==> src/rtl/mmu_host.sv <==
// rtl/mmu_host.sv - byte-stream host that loads, launches and drains the 2x2 systolic multiplier
// Optional MMU_WATCHDOG_EN: abort WAIT after TIMEOUT cycles and set sticky err.
module mmu_host #(
  parameter int MMU_LAT = 3,
  parameter int TIMEOUT = 15
) (
  input  logic       clk,
  input  logic       rst_n,
  input  logic [7:0] in_data,
  input  logic       in_valid,
  output logic       in_ready,
  output logic [7:0] mmu_A [0:3],
  output logic [7:0] mmu_B [0:3],
  output logic       mmu_rst,
  input  logic [7:0] mmu_C [0:3],
  input  logic       mmu_done,
  output logic [7:0] out_data,
  output logic       out_valid,
  input  logic       out_ready,
  output logic       busy,
  output logic       err
);

  typedef enum logic [1:0] {LOAD, LAUNCH, WAIT, DRAIN} state_t;

`ifdef MMU_WATCHDOG_EN
  localparam int SAT = TIMEOUT;
`else
  localparam int SAT = MMU_LAT;
`endif
  localparam int CW = (SAT < 1) ? 1 : $clog2(SAT + 1);

  state_t        state, state_next;
  logic [2:0]    byte_cnt;
  logic [1:0]    out_cnt;
  logic [CW-1:0] wait_cnt;
  logic [7:0]    result [0:3];
  logic          err_q;
  logic          qual_done;
  logic          wd_abort;

  // The multiplier never clears done, so a 1 seen before MMU_LAT cycles may be stale.
  assign qual_done = (state == WAIT) && (wait_cnt >= CW'(MMU_LAT)) && mmu_done;

`ifdef MMU_WATCHDOG_EN
  assign wd_abort = (state == WAIT) && !qual_done && (wait_cnt == CW'(TIMEOUT));
`else
  assign wd_abort = 1'b0;
`endif

  always_comb begin
    state_next = state;
    case (state)
      LOAD:    if (in_valid && byte_cnt == 3'd7) state_next = LAUNCH;
      LAUNCH:  state_next = WAIT;
      WAIT: begin
        if (qual_done)     state_next = DRAIN;
        else if (wd_abort) state_next = LOAD;
      end
      DRAIN:   if (out_ready && out_cnt == 2'd3) state_next = LOAD;
      default: state_next = LOAD;
    endcase
  end

  always_ff @(posedge clk or negedge rst_n) begin
    if (!rst_n) begin
      state    <= LOAD;
      byte_cnt <= '0;
      out_cnt  <= '0;
      wait_cnt <= '0;
      mmu_rst  <= 1'b1;
      err_q    <= 1'b0;
      for (int i = 0; i < 4; i++) begin
        mmu_A[i]  <= '0;
        mmu_B[i]  <= '0;
        result[i] <= '0;
      end
    end else begin
      state   <= state_next;
      // Registered so the launch line is glitch-free; low exactly while in WAIT.
      mmu_rst <= (state_next != WAIT);

      if (state == LOAD && in_valid) begin
        byte_cnt <= byte_cnt + 3'd1;
        if (!byte_cnt[2]) mmu_A[byte_cnt[1:0]] <= in_data;
        else              mmu_B[byte_cnt[1:0]] <= in_data;
      end

      if (state != WAIT)           wait_cnt <= '0;
      else if (wait_cnt != CW'(SAT)) wait_cnt <= wait_cnt + CW'(1);

      if (qual_done) begin
        for (int i = 0; i < 4; i++) result[i] <= mmu_C[i];
      end

      if (state == DRAIN && out_ready) out_cnt <= out_cnt + 2'd1;

      if (wd_abort) err_q <= 1'b1;
    end
  end

  assign in_ready  = (state == LOAD);
  assign busy      = (state != LOAD);
  assign out_valid = (state == DRAIN);
  assign out_data  = result[out_cnt];
  assign err       = err_q;

endmodule

==> config.mk <==
export PLATFORM = sky130hd
export DESIGN_NAME = mmu_host
export DESIGN_NICKNAME = d
export VERILOG_FILES = /design/src/rtl/mmu_host.sv
export SDC_FILE = /design/constraint.sdc
export NUM_CORES = 1
export LEC_CHECK = 0
export CORE_ASPECT_RATIO = 0.8
export CORE_MARGIN = 3
export CORE_UTILIZATION = 51
export CTS_CLUSTER_DIAMETER = 50
export DETAILED_ROUTE_END_ITERATION = 10
export HOLD_SLACK_MARGIN = 0.05
export PLACE_DENSITY_LB_ADDON = 0.15
export SKIP_CTS_REPAIR_TIMING = 1
export SLEW_MARGIN = 20
export SYNTH_ARGS = -nofsm -noshare
export SYNTH_HDL_FRONTEND = slang
export SYNTH_SLANG_ARGS = --single-unit
export TNS_END_PERCENT = 5
==> constraint.sdc <==
create_clock -name clk -period 3.08 [get_ports clk]
set_clock_uncertainty 0.15 [all_clocks]
set_input_delay 0.616 -clock clk [delete_from_list [all_inputs] [get_ports clk]]
set_output_delay 0.616 -clock clk [all_outputs]
set_load 0.03 [all_outputs]
* Yosys cells after proc, flatten, opt, wreduce, memory -nomap -nowiden
Index checks and enable logic that the tools add are counted. W data, S select, Z words.
Storage, ports and cells: register bits 106, logic and storage cells 60, bits of input ports 45, output and inout port bits 77
Cells by class: reductions and logical operators 12, equal/unequal tests 8, multiplexer cells 13, $lt $le $gt $ge 4, bitwise logic cells 3, add/sub/neg operators 3
Operators by type and width (count):
- $bwmux W32 | 2
- $mux W8 | 3
- $bmux W8 S2 | 1
- $demux W8 S2 | 1
- $mux W2 | 5
- $pmux W2 S4 | 1
- $logic_and A1 B1 Y1 | 7
- $eq A2 B2 Y1 const B | 3
- $ge A3 B3 Y1 const B | 2
- $ne A2 B2 Y1 const B | 3
- $not A2 Y3 | 2
- $add A2 B1 Y2 const B | 2
- $reduce_and A2 Y1 | 2
- $reduce_bool A2 Y1 | 2
- $add A3 B1 Y3 const B | 1
- $eq A3 B3 Y1 const B | 1
- $lt A3 B1 Y1 const B | 1
- $eq A2 B1 Y1 const B | 1
- $ge A2 B2 Y1 const B | 1
- $logic_not A2 Y1 | 1
- $not A1 Y1 | 1

* Logic depth before layout (Yosys ltp)
depth in word-level cells 6, mapped depth 5, mapped depth without buffers 4

* Worst setup path before layout
Ideal clock, no wire load.
path type reg2out, start point register state[1], end point output port busy, data required time 2.314 ns, path buffers 1, data arrival time 1.344 ns, path slack 0.970 ns, cell stages (with the launch flop) 4, cell sequence dfrtp_1 -> buf_6 -> nor2_1 -> inv_1
Between the ends: word-level cells in the longest chain between the ends 1
Ends and longest elaborated chain:
- start: declaration | line 33 | state_t state, state_next;
- start signal: assignment | line 79 | state <= state_next;
- $reduce_bool A2 Y1 | line 103 | assign busy = (state != LOAD);
- end: declaration | line 20 | output logic busy,
Every way passes these cells.

* Worst setup path after layout
start point register out_cnt[0], end point output port out_data[7]
Between the ends: word-level cells in the longest chain between the ends 4
Ends and longest elaborated chain:
- start: declaration | line 35 | logic [1:0] out_cnt;
- start signal: assignment | line 96 | if (state == DRAIN && out_ready) out_cnt <= out_cnt + 2'd1;
- $not A2 Y3 (implied by the code) | line 105 | assign out_data = result[out_cnt];
- $bmux W8 S2 | line 105
- $mux W8 (implied by the code) (2 in series) | line 105
- end: declaration | line 17 | output logic [7:0] out_data,
Every way passes these cells. The select of a mux whose other input is x is not followed.

==> impl_metrics.json <==
{
  "r2r-start": "state[1]",
  "fmax_ghz": 0.351,
  "ys_ff_latch": 106,
  "drt_iter0_drc": 41,
  "seq_area_um2": 2650,
  "fp-row-count": 29,
  "crit_type": "reg2out",
  "worst_slack_ps": 227,
  "finalHoldViolCount": 0,
  "dpl_cell_area_um2": 5630,
  "drv_cap": 0,
  "syn_to_final_growth_pct": 35.7,
  "finalSetupViolCount": 0,
  "end_kind": "output port",
  "wl_per_cell_um": 17.9,
  "p_leak_uw": 0.00269,
  "cts_buffers": 9,
  "insertion_delay_ps": 360,
  "critPathMaxFanout": 9,
  "gr-usage-all-layers_pct": 20.2,
  "slew_viol_final": 0,
  "drc_errors": 0,
  "fin_crit_ps": 2850,
  "io_pins": 122,
  "maxSlewHeadroom_pct": 55.5,
  "multi_input_area_um2": 1590,
  "htree_levels": 3,
  "avgSynthCellArea_um2": 16.5,
  "cts_sinks": 106,
  "diodes": 0,
  "timing.setup.tns_ps": 0,
  "syn-num-nets": 313,
  "synth.cell_area_um2": 4300,
  "dieArea_um2": 9580,
  "rsz0062_at_grt": "false",
  "utilization_pct": 72.5,
  "irDropWorstVdd_mv": 0.599,
  "yosysSeqAreaShare_pct": 61.7,
  "pre_cts_ws_ps": 593,
  "vias_per_cell": 5.12,
  "synth_cells": 261,
  "crit_start": "out_cnt[0]",
  "cts_tree": "done",
  "clock-root-buffer": "clkbuf_8",
  "grt_pass1_vias": 2711,
  "die_w_um": 109,
  "status": "completed",
  "num_vias": 2565,
  "grt_pass1_wl_um": 14300,
  "chipHeight_um": 88.2,
  "clkTransAtPathRegs_ps": 100,
  "drive_above_1_share_pct": 32.6,
  "powerDensity_nw_per_um2": 920,
  "cts_buffer_depth": 2,
  "dp_hpwl_um": 6530,
  "nets": 440,
  "finalCritPeriodShare_pct": 92.6,
  "hp-class": "in2async",
  "antenna_found_initial": 0,
  "ant_nets": 0,
  "fin_area_um2": 5840,
  "crit_arrival_ps": 2090,
  "yosys_warnings": 0,
  "grt_max_degree": 52,
  "place.port_buffers": 120,
  "overflow": 0,
  "globalplace.congestion": 0.782,
  "cp-start-kind": "flip-flop",
  "fill_cells": 593,
  "first_pass_iters": 4,
  "crit_required_ps": 2310,
  "wl_um": 8960,
  "initial_utilization_pct": 53.4,
  "core_um2": 8060,
  "tightest_slew_ps": 667,
  "synth.distinct_cells": 25
}
[final cells by class]
class	instances	area share, %
clock inverters	7	1.44
multi-input cells	144	27.2
inverters	3	0.193
well taps	108	2.31
clock buffers	9	2.12
repair buffers	124	21.3
flip-flops and latches	106	45.4
[Yosys cell counts]
master	instances	area share [%]
dfrtp_1	105	61
mux2_2	88	23
mux2_1	11	2.9
mux4_2	8	4.2
nand2_2	8	1.2
ha_1	7	2.0
buf_2	5	0.58
nand2_1	5	0.44
inv_1	3	0.26
nor2_1	3	0.26
nand3_1	2	0.23
xnor2_1	2	0.41
xor2_1	2	0.41
a31oi_1	1	0.15
and2_1	1	0.15
and4bb_1	1	0.29
buf_1	1	0.087
buf_4	1	0.17
buf_6	1	0.26
conb_1	1	0.087
dfstp_2	1	0.61
mux2i_1	1	0.23
nand2b_1	1	0.15
nand4b_2	1	0.35
nor4b_4	1	0.55
[per-stage QoR]
step	std cells	hold slack, ps	power, uW
detailed placement	485	331	4560
floorplan	261	170	3620
global placement	485	323	4480
finish	501	126	5370
global route	501	150	5690
CTS	501	140	5440
[per-layer routing]
layer / part of all wire [%] / global-route usage (%) / vias up
met3: 6.4 / 6.48 / 11
met1: 42 / 25.5 / 1296
li1: - / - / 1189
met2: 50 / 33.4 / 69
met4: 1.5 / 6.31 / 0
met5: 0 / 0 / -
[layout by cell type (no fill, tap or decap), types with 2 or more instances in the layout]
| cell type | Yosys | final |
|---|---|---|
| mux4_2 | 8 | 8 |
| xnor2_1 | 2 | 2 |
| mux2_2 | 88 | 88 |
| ha_1 | 7 | 7 |
| nand2_2 | 8 | 8 |
| buf_4 | 1 | 4 |
| nand3_1 | 2 | 2 |
| clkdlybuf4s50_1 | 0 | 119 |
| nand2_1 | 5 | 5 |
| inv_8 | 0 | 2 |
| mux2_1 | 11 | 11 |
| dfrtp_1 | 105 | 105 |
| inv_1 | 3 | 3 |
| clkbuf_8 | 0 | 9 |
| clkinv_4 | 0 | 2 |
| xor2_1 | 2 | 2 |
| nor2_1 | 3 | 3 |
[power breakdown]
| part | leakage [uW] | internal (uW) | switching (uW) | total, uW |
|---|---|---|---|---|
| clock | 0.000108 | 391 | 477 | 868 |
| combinational | 0.00120 | 1190 | 1170 | 2360 |
| sequential | 0.00138 | 1860 | 289 | 2150 |
[worst max-delay path: stages (launching register included)]
cell             delay, ps
dfrtp_1                360
buf_4                  230
mux4_2                 530
clkdlybuf4s50_1        610
[flip-flops by register name (all words and copies together), names as in the netlist]
signal / flops
mmu_A: 32
byte_cnt: 3
wait_cnt: 2
out_cnt: 2
state: 2
mmu_rst: 1
result: 32
mmu_B: 32
[worst paths after layout]
kind | endpoint | slack, ps | depth (start not counted)
max in group asynchronous | mmu_rst | 1860 | 2
worst max register to register | mmu_A[28] | 1220 | 3
worst min register to register | mmu_A[23] | 360 | 1
min in group clk | mmu_A[23] | 360 | 1
worst max-delay path | out_data[7] | 230 | 3
worst min-delay path | mmu_B[18] | 130 | 1
[cell families after synthesis]
logic type | synth area share (%)
adders and majority gates | 2.03
DFF | 61.7
buffers and inverters | 1.37
other | 0.0871
muxes | 30.3
AOI/OAI and AO/OA | 0.145
xor gates and xnor gates | 0.814
and+or+nand+nor | 3.58
Note: power is estimated with default switching activity, not from simulation.
